$ cat src/rtl/cursor_pkg.sv
// cursor_pkg: shared types and constants for the hardware cursor compositor
package cursor_pkg;
  typedef logic [11:0] rgb12_t;
  localparam int CURSOR_W = 16;
  localparam int CURSOR_H = 16;
  localparam rgb12_t CURSOR_PAL1_RST = 12'hFFF;
  localparam rgb12_t CURSOR_PAL2_RST = 12'h000;
  localparam rgb12_t CURSOR_PAL3_RST = 12'hF00;
endpackage

$ cat src/rtl/cursor_overlay_if.sv
// cursor_overlay_if: video-in/out, sprite control and palette/bitmap write bus
// master drives timing, background RGB and writes; slave (compositor) drives VGA RGB/syncs
interface cursor_overlay_if;
  logic        videoActive;
  logic [9:0]  hPos;
  logic [9:0]  vPos;
  logic        hsync_in;
  logic        vsync_in;
  logic [3:0]  red_in;
  logic [3:0]  green_in;
  logic [3:0]  blue_in;
  logic [9:0]  cursor_x;
  logic [9:0]  cursor_y;
  logic        cursor_en;
  logic        pal_wr;
  logic [1:0]  pal_idx;
  logic [11:0] pal_data;
  logic        bmp_wr;
  logic [3:0]  bmp_addr;
  logic [31:0] bmp_data;
  logic [3:0]  red;
  logic [3:0]  green;
  logic [3:0]  blue;
  logic        hsync;
  logic        vsync;
  modport master (
    output videoActive, hPos, vPos, hsync_in, vsync_in, red_in, green_in, blue_in,
    output cursor_x, cursor_y, cursor_en, pal_wr, pal_idx, pal_data, bmp_wr, bmp_addr, bmp_data,
    input  red, green, blue, hsync, vsync
  );
  modport slave (
    input  videoActive, hPos, vPos, hsync_in, vsync_in, red_in, green_in, blue_in,
    input  cursor_x, cursor_y, cursor_en, pal_wr, pal_idx, pal_data, bmp_wr, bmp_addr, bmp_data,
    output red, green, blue, hsync, vsync
  );
endinterface

$ cat src/rtl/cursor_bitmap_regs.sv
// cursor_bitmap_regs: 16x32 resettable sprite bitmap, registered write, async row read
// ports: clk40, reset_n (async low), i_wr/i_waddr/i_wdata write port, i_raddr -> o_rdata read port
module cursor_bitmap_regs
  import cursor_pkg::*;
(
  input  logic                  clk40,
  input  logic                  reset_n,
  input  logic                  i_wr,
  input  logic [3:0]            i_waddr,
  input  logic [2*CURSOR_W-1:0] i_wdata,
  input  logic [3:0]            i_raddr,
  output logic [2*CURSOR_W-1:0] o_rdata
);
  logic [2*CURSOR_W-1:0] r_rows [CURSOR_H];
  always_ff @(posedge clk40 or negedge reset_n)
    if (!reset_n)
      for (int i = 0; i < CURSOR_H; i++) r_rows[i] <= '0;
    else if (i_wr)
      r_rows[i_waddr] <= i_wdata;
  assign o_rdata = r_rows[i_raddr];
endmodule

$ cat src/rtl/cursor_overlay.sv
// cursor_overlay: composites a 16x16 2bpp sprite over background RGB with 1-cycle latency
// ports: clk40, reset_n (async low), bus (cursor_overlay_if.slave: timing/RGB in, writes, RGB/syncs out)
// optional macro CURSOR_BLINK_EN: 6-bit frame counter hides the sprite while bit 5 is set
module cursor_overlay
  import cursor_pkg::*;
#(
  parameter logic VSYNC_POL = 1'b1
) (
  input  logic clk40,
  input  logic reset_n,
  cursor_overlay_if.slave bus
);
  logic                  r_vs_prev;
  logic [9:0]            r_x_s;
  logic [9:0]            r_y_s;
  logic                  r_en_s;
  rgb12_t                r_pal [4];
  rgb12_t                r_rgb;
  logic                  r_hs;
  logic                  r_vs;
  logic                  w_boundary;
  logic                  w_vis;
  logic                  w_hit;
  logic [10:0]           w_dx;
  logic [10:0]           w_dy;
  logic [2*CURSOR_W-1:0] w_row;
  logic [1:0]            w_idx;
  rgb12_t                w_pix;
  assign w_boundary = (bus.vsync_in == VSYNC_POL) && (r_vs_prev != bus.vsync_in);
  // 11-bit differences: a position left of/above the sprite goes negative (bit 10 set) instead of wrapping
  assign w_dx  = {1'b0, bus.hPos} - {1'b0, r_x_s};
  assign w_dy  = {1'b0, bus.vPos} - {1'b0, r_y_s};
  assign w_hit = bus.videoActive && w_vis && (w_dx[10:4] == 7'd0) && (w_dy[10:4] == 7'd0);
  assign w_idx = w_row[{w_dx[3:0], 1'b0} +: 2];
  assign w_pix = !bus.videoActive ? '0 :
                 (w_hit && w_idx != 2'd0) ? r_pal[w_idx] :
                 {bus.red_in, bus.green_in, bus.blue_in};
  cursor_bitmap_regs u_bitmap (
    .clk40   (clk40),
    .reset_n (reset_n),
    .i_wr    (bus.bmp_wr),
    .i_waddr (bus.bmp_addr),
    .i_wdata (bus.bmp_data),
    .i_raddr (w_dy[3:0]),
    .o_rdata (w_row)
  );
`ifdef CURSOR_BLINK_EN
  logic [5:0] r_frame_cnt;
  always_ff @(posedge clk40 or negedge reset_n)
    if (!reset_n) r_frame_cnt <= '0;
    else if (w_boundary) r_frame_cnt <= r_frame_cnt + 6'd1;
  assign w_vis = r_en_s & ~r_frame_cnt[5];
`else
  assign w_vis = r_en_s;
`endif
  always_ff @(posedge clk40 or negedge reset_n)
    if (!reset_n) begin
      r_vs_prev <= 1'b0;
      r_x_s     <= '0;
      r_y_s     <= '0;
      r_en_s    <= 1'b0;
    end else begin
      r_vs_prev <= bus.vsync_in;
      if (w_boundary) begin
        r_x_s  <= bus.cursor_x;
        r_y_s  <= bus.cursor_y;
        r_en_s <= bus.cursor_en;
      end
    end
  // entry 0 is transparent and never written; it only exists to keep the read index simple
  always_ff @(posedge clk40 or negedge reset_n)
    if (!reset_n) begin
      r_pal[0] <= '0;
      r_pal[1] <= CURSOR_PAL1_RST;
      r_pal[2] <= CURSOR_PAL2_RST;
      r_pal[3] <= CURSOR_PAL3_RST;
    end else if (bus.pal_wr && bus.pal_idx != 2'd0)
      r_pal[bus.pal_idx] <= bus.pal_data;
  always_ff @(posedge clk40 or negedge reset_n)
    if (!reset_n) begin
      r_rgb <= '0;
      r_hs  <= 1'b0;
      r_vs  <= 1'b0;
    end else begin
      r_rgb <= w_pix;
      r_hs  <= bus.hsync_in;
      r_vs  <= bus.vsync_in;
    end
  assign {bus.red, bus.green, bus.blue} = r_rgb;
  assign bus.hsync = r_hs;
  assign bus.vsync = r_vs;
endmodule

$ cat src/flat_wrapper.sv
// flat-port wrapper written by rule: the top's interface ports become plain ports
module cursor_overlay_flat import cursor_pkg::*;
#(
  parameter logic VSYNC_POL = 1'b1
)
  (clk40, reset_n, bus_videoActive, bus_hPos, bus_vPos, bus_hsync_in, bus_vsync_in, bus_red_in, bus_green_in, bus_blue_in, bus_cursor_x, bus_cursor_y, bus_cursor_en, bus_pal_wr, bus_pal_idx, bus_pal_data, bus_bmp_wr, bus_bmp_addr, bus_bmp_data, bus_red, bus_green, bus_blue, bus_hsync, bus_vsync);
  cursor_overlay_if bus_i ();
  input  logic clk40;
  input  logic reset_n;
  input wire logic [$bits(bus_i.videoActive)-1:0] bus_videoActive;
  input wire logic [$bits(bus_i.hPos)-1:0] bus_hPos;
  input wire logic [$bits(bus_i.vPos)-1:0] bus_vPos;
  input wire logic [$bits(bus_i.hsync_in)-1:0] bus_hsync_in;
  input wire logic [$bits(bus_i.vsync_in)-1:0] bus_vsync_in;
  input wire logic [$bits(bus_i.red_in)-1:0] bus_red_in;
  input wire logic [$bits(bus_i.green_in)-1:0] bus_green_in;
  input wire logic [$bits(bus_i.blue_in)-1:0] bus_blue_in;
  input wire logic [$bits(bus_i.cursor_x)-1:0] bus_cursor_x;
  input wire logic [$bits(bus_i.cursor_y)-1:0] bus_cursor_y;
  input wire logic [$bits(bus_i.cursor_en)-1:0] bus_cursor_en;
  input wire logic [$bits(bus_i.pal_wr)-1:0] bus_pal_wr;
  input wire logic [$bits(bus_i.pal_idx)-1:0] bus_pal_idx;
  input wire logic [$bits(bus_i.pal_data)-1:0] bus_pal_data;
  input wire logic [$bits(bus_i.bmp_wr)-1:0] bus_bmp_wr;
  input wire logic [$bits(bus_i.bmp_addr)-1:0] bus_bmp_addr;
  input wire logic [$bits(bus_i.bmp_data)-1:0] bus_bmp_data;
  output wire logic [$bits(bus_i.red)-1:0] bus_red;
  output wire logic [$bits(bus_i.green)-1:0] bus_green;
  output wire logic [$bits(bus_i.blue)-1:0] bus_blue;
  output wire logic [$bits(bus_i.hsync)-1:0] bus_hsync;
  output wire logic [$bits(bus_i.vsync)-1:0] bus_vsync;
  assign bus_i.videoActive = bus_videoActive;
  assign bus_i.hPos = bus_hPos;
  assign bus_i.vPos = bus_vPos;
  assign bus_i.hsync_in = bus_hsync_in;
  assign bus_i.vsync_in = bus_vsync_in;
  assign bus_i.red_in = bus_red_in;
  assign bus_i.green_in = bus_green_in;
  assign bus_i.blue_in = bus_blue_in;
  assign bus_i.cursor_x = bus_cursor_x;
  assign bus_i.cursor_y = bus_cursor_y;
  assign bus_i.cursor_en = bus_cursor_en;
  assign bus_i.pal_wr = bus_pal_wr;
  assign bus_i.pal_idx = bus_pal_idx;
  assign bus_i.pal_data = bus_pal_data;
  assign bus_i.bmp_wr = bus_bmp_wr;
  assign bus_i.bmp_addr = bus_bmp_addr;
  assign bus_i.bmp_data = bus_bmp_data;
  assign bus_red = bus_i.red;
  assign bus_green = bus_i.green;
  assign bus_blue = bus_i.blue;
  assign bus_hsync = bus_i.hsync;
  assign bus_vsync = bus_i.vsync;
  cursor_overlay #(.VSYNC_POL(VSYNC_POL)) u_core (.clk40(clk40), .reset_n(reset_n), .bus(bus_i));
endmodule
$ cat config.mk
export PLATFORM = sky130hd
export DESIGN_NAME = cursor_overlay_flat
export DESIGN_NICKNAME = d
export VERILOG_FILES = /design/src/rtl/cursor_pkg.sv /design/src/rtl/cursor_overlay_if.sv /design/src/rtl/cursor_bitmap_regs.sv /design/src/rtl/cursor_overlay.sv /design/src/flat_wrapper.sv
export SDC_FILE = /design/constraint.sdc
export NUM_CORES = 1
export LEC_CHECK = 0
export BUFFER_PORTS_ARGS = -buffer_cell sky130_fd_sc_hd__buf_4
export CORE_UTILIZATION = 45
export CTS_CLUSTER_SIZE = 20
export DETAILED_ROUTE_END_ITERATION = 8
export GPL_TIMING_DRIVEN = 0
export PLACE_DENSITY = 0.71
export SYNTH_ARGS = -nofsm -noshare
export SYNTH_HDL_FRONTEND = slang
export SYNTH_SLANG_ARGS = --single-unit
$ cat constraint.sdc
create_clock -name clk40 -period 3.5 [get_ports clk40]
set_input_delay 0.175 -clock clk40 [delete_from_list [all_inputs] [get_ports clk40]]
set_output_delay 0.175 -clock clk40 [all_outputs]
set_load 0.02 [all_outputs]
==> run summary, run 1 <==
Die W -> 250 um
Worst Setup Start Kind -> flip-flop
Congestion Overflow GR -> 0
fin util -> 0.560
share of layout cells above drive strength 1 -> 0.475
switching power of the nets -> 0.00702 W
slew margin rel. -> 0.281
most frequent cells in the layout -> dfrtp_1 (567), mux2_2 (556), buf_4 (151)
R2R Path End -> u_core.r_rgb[7]
# diodes -> 0
antenna-violating nets left -> 0
min Tclk post-route -> 4.00 ns
clk_lat worst skew -> 0.63 ns
commonest non-fill, non-tap cell in the layout -> dfrtp_1
Logic pwr share -> 0.314
CORE AREA -> 0.0606 mm2
global-route wire length before repair -> 124 mm
final net count -> 2,379
area occupied by multi-input gates -> 0.0126 mm2
Required @ worst endpoint -> 4.01 ns
outcome -> complete, but fails checks
Netlist cell types -> 77
YS warnings -> 0
Layout Cells excl Fill -> 3,080
HP Class -> in2async
root buffer cell -> clkbuf_16
port bufs -> 122
f_max -> 250 MHz
Async SR Flop Fraction -> 1.00
WP data arrival -> 4.51 ns
GRT Overall Usage -> 0.264
DP Cell Count -> 2,841
max-slew violation count -> 0
fin crit share -> 1.14
setup ws final -> -0.500 ns
Via density -> 5.97
R2R Path Start -> u_core.r_x_s[0]
Vert. Die Dim -> 250 um
Hold Vio Cnt, Final -> 0
RSZ-0062 raised after global routing -> true
router iterations before antenna repair -> 8
cell count after synthesis -> 1,932
# clock sinks -> 583
syn_nets -> 2,064
Post-DP HPWL -> 53.1 mm
CTS tree -> built
setup slack, reg-to-reg -> -0.50 ns
P_leak -> 14.5 nW
DRC Markers -> 0
total CTS buffers -> 60
fillers -> 4,839
VDD IR max -> 0.490 mV
Max clock buf depth -> 3
sequential fraction of the synthesis area -> 0.528
worst slew pin tran -> 1.08 ns
row count -> 90
number of synthesized flops with an enable pin -> 0
Vias -> 18,400
Die ar. -> 0.0625 mm2
crit path launch -> u_core.r_x_s[0]
clock-pin transition on the worst setup and hold timing paths -> 0.06 ns
vias in the first global route -> 19,300
final WL -> 81.5 mm
initial cell density of the core -> 0.457
Yosys reg bits -> 583
max-cap violation count -> 0
Reg2Reg Depth -> 13
Setup crit end kind -> flip-flop
Final Skew -> 0.0205 ns
area grow syn2layout -> 22.7%
Post-Synthesis Mean Instance Area -> 14.3 um2
initial DRC count -> 1,568
H-tree depth -> 2
Int Pwr -> 0.0161 W
# setup viols final -> 12
# IOs -> 124
FF+latch area -> 0.0146 mm2
Routed WL per cell -> 26.5 um
Worst setup endpoint -> u_core.r_rgb[7]
failing checks -> negative setup slack
sequential share of power -> 0.391
critical path type -> reg2reg
initial antenna violation count -> 2
largest net degree at the start of global routing -> 123
Synth Flop Type -> dfrtp_1
Max FO, Critical Path -> 10
PD cells -> 681 mW/mm2
synthesized cell area -> 0.0277 mm2
RD Place Congestion -> 0.926
Sw Ratio -> 0.304
Clk pwr share -> 0.295
==> how the worst min path moves through the flow <==
stage,start,endpoint,cells after the start
after floorplan,reset_n,u_core.bus.hsync,0
after global placement,bus_hsync_in,u_core.bus.hsync,1
after detailed placement,reset_n,u_core.u_bitmap.r_rows[25],1
after CTS,reset_n,u_core.u_bitmap.r_rows[254],2
after global routing,bus_bmp_addr[0],u_core.u_bitmap.r_rows[415],3
final,reset_n,u_core.u_bitmap.r_rows[25],2
==> registers in the layout (all words and copies together) (netlist names) <==
register	flops
u_core.r_en_s	1
u_core.bus.vsync	1
u_core.r_pal	36
u_core.u_bitmap.r_rows	512
u_core.r_rgb	12
u_core.r_y_s	10
u_core.bus.hsync	1
u_core.r_x_s	10
==> critical path, stage by stage (launching register included) <==
cell       delay (ns)
dfrtp_1          0.38
ha_1             0.21
fa_1             0.59
clkbuf_2         0.31
clkbuf_2         0.38
clkbuf_2         0.39
o2111ai_1        0.18
o211ai_1         0.20
nand4_1          0.16
o31a_4           0.35
a211o_4          0.39
buf_12           0.16
nand3_2          0.07
o221ai_2         0.09
==> Yosys cell counts (all sizes together) (20+ instances only) <==
cell	count	share of area
clkbuf	89	0.012
mux2	556	0.23
buf	61	0.015
nand3	33	0.0078
inv	37	0.0050
nor2	32	0.0044
o21ai	38	0.0069
mux4	115	0.095
ha	20	0.0090
nand2	121	0.017
mux2i	41	0.015
dfrtp	567	0.51
==> routing by layer <==
layer	part of all wire	routed length, um	global-route usage
met5	0.00026	21	0
met4	0.037	3010	0.0980
met3	0.075	6120	0.0486
met2	0.46	37500	0.416
met1	0.43	34800	0.365
==> stage by stage <==
step | setup WS (ns) | area [um2] | hold slack [ns] | setup TNS, ns | total power, W
floorplan | -0.0305 | 27700 | -0.121 | -0.297 | 0.0130
global placement | -3.73 | 29600 | 0.285 | -2115.50 | 0.0149
detailed placement | -1.67 | 29700 | 0.184 | -19.53 | 0.0152
CTS | -0.406 | 33800 | 0.130 | -4.75 | 0.0230
global route | -0.532 | 33900 | 0.176 | -6.20 | 0.0240
finish | -0.500 | 33900 | 0.115 | -5.79 | 0.0231
==> power groups by stage <==
stage	sequential, W	clock [W]	combinational [W]
after detailed placement	0.00910	0	0.00606
final	0.00903	0.00681	0.00726
after floorplan	0.00884	0	0.00419
after global placement	0.00897	0	0.00590
after global routing	0.00919	0.00714	0.00762
after CTS	0.00899	0.00688	0.00709
==> area by class of cell <==
type | count | area share
Buffer | 150 | 0.0333
Clock buffer | 80 | 0.0494
Clock inverter | 33 | 0.0125
Inverter | 37 | 0.00420
Multi-Input combinational cell | 1162 | 0.370
Sequential cell | 583 | 0.430
Tap cell | 782 | 0.0288
Timing Repair Buffer | 253 | 0.0712
==> kinds of logic after synthesis <==
logic type               Yosys count  synth area share
AO/OA/AOI/OAI                    143            0.0385
XOR/XNOR                           5           0.00253
adder cells (fa/ha/maj)           22            0.0105
buffers and inverters            187            0.0324
flip-flops                       583             0.528
multiplexers                     712             0.336
AND/OR/NAND/NOR                  280            0.0525
==> what timing repair did <==
action                                  4_1_cts  5_1_grt
buffers inserted                             34        2
pin swaps                                    25       10
hold buffers                                 87        0
cloned                                        3        0
gates resized for setup                     147       22
hold endpoints to repair                    331        0
endpoints found under the setup margin       12       12
(Power assumes the default switching activity.)
==> run 2: changes to the inputs <==
Settings changed: CTS_BUF_LIST set to sky130_fd_sc_hd__clkbuf_4 sky130_fd_sc_hd__clkbuf_8.
==> run 2 against run 1 <==
Via count grew 1.5%. Worst hold slack worse by 0.086 ns. First-iteration DRC count grew 4.8%. Critical endpoint unchanged. Fmax up 0.97%. Highest routed layer unchanged. Clock-buffer cell count grew 78. Register-to-register slack improved by 0.04 ns. Clock power is 0.7% lower. Critical path depth did not move. Flip-flop and latch count stayed put. The flow still finishes with violations (negative setup slack). Design area increased by 0.35%. Total power is 0.29% lower.
==> run summary, run 2 (synthesized netlist as in run 1, its figures left out) <==
area occupied by multi-input gates -> 0.0125 mm2
PD cells -> 676 mW/mm2
max-cap violation count -> 0
clk_lat worst skew -> 0.71 ns
CORE AREA -> 0.0606 mm2
clock-pin transition on the worst setup and hold timing paths -> 0.06 ns
root buffer cell -> clkbuf_8
# diodes -> 0
hold slack -> 0.0296 ns
initial antenna violation count -> 2
Setup crit end kind -> flip-flop
failing checks -> negative setup slack
min Tclk post-route -> 3.96 ns
# setup viols final -> 12
share of layout cells above drive strength 1 -> 0.494
area grow syn2layout -> 23.1%
fillers -> 4,843
Congestion Overflow GR -> 0
port bufs -> 122
DP Cell Count -> 2,841
row count -> 90
initial DRC count -> 1,643
placed instance area -> 0.0297 mm2
H-tree depth -> 3
max-slew violation count -> 0
Vert. Die Dim -> 250 um
Required @ worst endpoint -> 4.06 ns
fin crit share -> 1.13
antenna-violating nets left -> 0
Hold Vio Cnt, Final -> 0
final WL -> 82.0 mm
f_max -> 252 MHz
RSZ-0062 raised after global routing -> true
Routed WL per cell -> 26.0 um
RD Place Congestion -> 0.926
Final Skew -> 0.0340 ns
Die ar. -> 0.0625 mm2
worst slew pin tran -> 1.12 ns
max FFs per register -> 512
Post-DP HPWL -> 53.1 mm
total CTS buffers -> 98
router iterations before antenna repair -> 6
largest net degree at the start of global routing -> 123
Vias -> 18,700
outcome -> complete, but fails checks
# clock sinks -> 583
Via density -> 5.92
Worst Setup Start Kind -> flip-flop
vias in the first global route -> 19,600
global-route wire length before repair -> 124 mm
WP data arrival -> 4.52 ns
Max FO, Critical Path -> 10
most frequent cells in the layout -> dfrtp_1 (567), mux2_2 (556), buf_4 (155)
HP Class -> in2async
top flop regs -> u_core.u_bitmap.r_rows (512), u_core.r_pal (36), u_core.r_rgb (12)
initial cell density of the core -> 0.457
setup ws final -> -0.462 ns
critical path type -> reg2reg
GRT Overall Usage -> 0.266
slew margin rel. -> 0.251
Die W -> 250 um
Final Cell Area -> 0.0341 mm2
Reg with most FFs -> u_core.u_bitmap.r_rows
final net count -> 2,424
# IOs -> 124
fin util -> 0.562
commonest non-fill, non-tap cell in the layout -> dfrtp_1
P_leak -> 14.7 nW
Layout Cells excl Fill -> 3,154
VDD IR max -> 0.376 mV
Max clock buf depth -> 3
FF+latch area -> 0.0146 mm2
DRC Markers -> 0
CTS tree -> built
run 2: changes by cell type in the layout (fill, tap and decap cells not counted), moves of 3 or more:
cell,previous run,this run
nand3_2,8,11
buf_4,151,155
clkbuf_1,84,74
clkinvlp_4,7,3
clkbuf_16,63,4
mux2i_1,27,31
mux2i_2,9,3
buf_6,13,17
clkbuf_4,0,39
nand3_4,4,0
clkbuf_8,12,120
bufinv_16,9,6
clkinv_2,15,12
run 2: critical path, stage by stage, from the launching register on:
cell	delay, ns
dfrtp_1	0.38
ha_1	0.21
fa_1	0.58
clkbuf_2	0.31
clkbuf_2	0.38
clkbuf_2	0.38
o2111ai_1	0.17
o211ai_1	0.20
nand4_1	0.16
o31a_4	0.35
a211o_4	0.37
buf_12	0.16
nand3_2	0.07
o221ai_2	0.09
run 2: layer usage:
metal	vias up	routed length [um]	global-route usage
met2	830	37900	0.414
li1	7895	-	-
met5	-	21	0
met1	9758	34200	0.363
met4	4	2830	0.0962
met3	186	7010	0.0641
run 2: final timing paths:
kind                                             from                          end  slack (ns)  depth (start not counted)
max                                   u_core.r_x_s[0]              u_core.r_rgb[7]       -0.46                         13
min                                           reset_n   u_core.u_bitmap.r_rows[22]        0.03                          2
max reg2reg                           u_core.r_x_s[0]              u_core.r_rgb[7]       -0.46                         13
min reg2reg                u_core.u_bitmap.r_rows[78]   u_core.u_bitmap.r_rows[78]        0.50                          1
max in group asynchronous                     reset_n  u_core.u_bitmap.r_rows[138]        1.47                          5
min in group clk40                    bus_bmp_addr[0]  u_core.u_bitmap.r_rows[415]        0.12                          3
run 2: layout make-up:
class | count | share of cell area
clock buffers | 158 | 0.0567
multi-input cells | 1162 | 0.368
repair buffers | 260 | 0.0717
clock inverters | 22 | 0.00845
inverters | 37 | 0.00419
plain buffers | 150 | 0.0337
well taps | 782 | 0.0287
flip-flops and latches | 583 | 0.429
run 2: metrics by stage:
step	power, W	setup TNS [ns]	worst slack (ns)
2_1_floorplan	0.0130	-0.297	-0.0305
3_3_place_gp	0.0149	-2115.50	-3.73
3_5_place_dp	0.0152	-19.53	-1.67
4_1_cts	0.0229	-4.82	-0.424
5_1_grt	0.0240	-6.44	-0.565
6_report	0.0230	-5.29	-0.462
run 2: report_power, final:
| group | switching (W) | internal, W | total [W] |
|---|---|---|---|
| Combinational | 0.00347 | 0.00379 | 0.00725 |
| Sequential | 0.000756 | 0.00827 | 0.00902 |
| Clock | 0.00282 | 0.00394 | 0.00676 |
| Total | 0.00704 | 0.0160 | 0.0230 |
run 2: timing repair:
action | in CTS | in global routing
gates resized for setup | 143 | 29
cloned | 2 | 1
hold endpoints to repair | 448 | 0
setup endpoints to repair | 12 | 12
pin swaps | 21 | 8
setup buffers | 30 | 12
hold buffers | 88 | 0
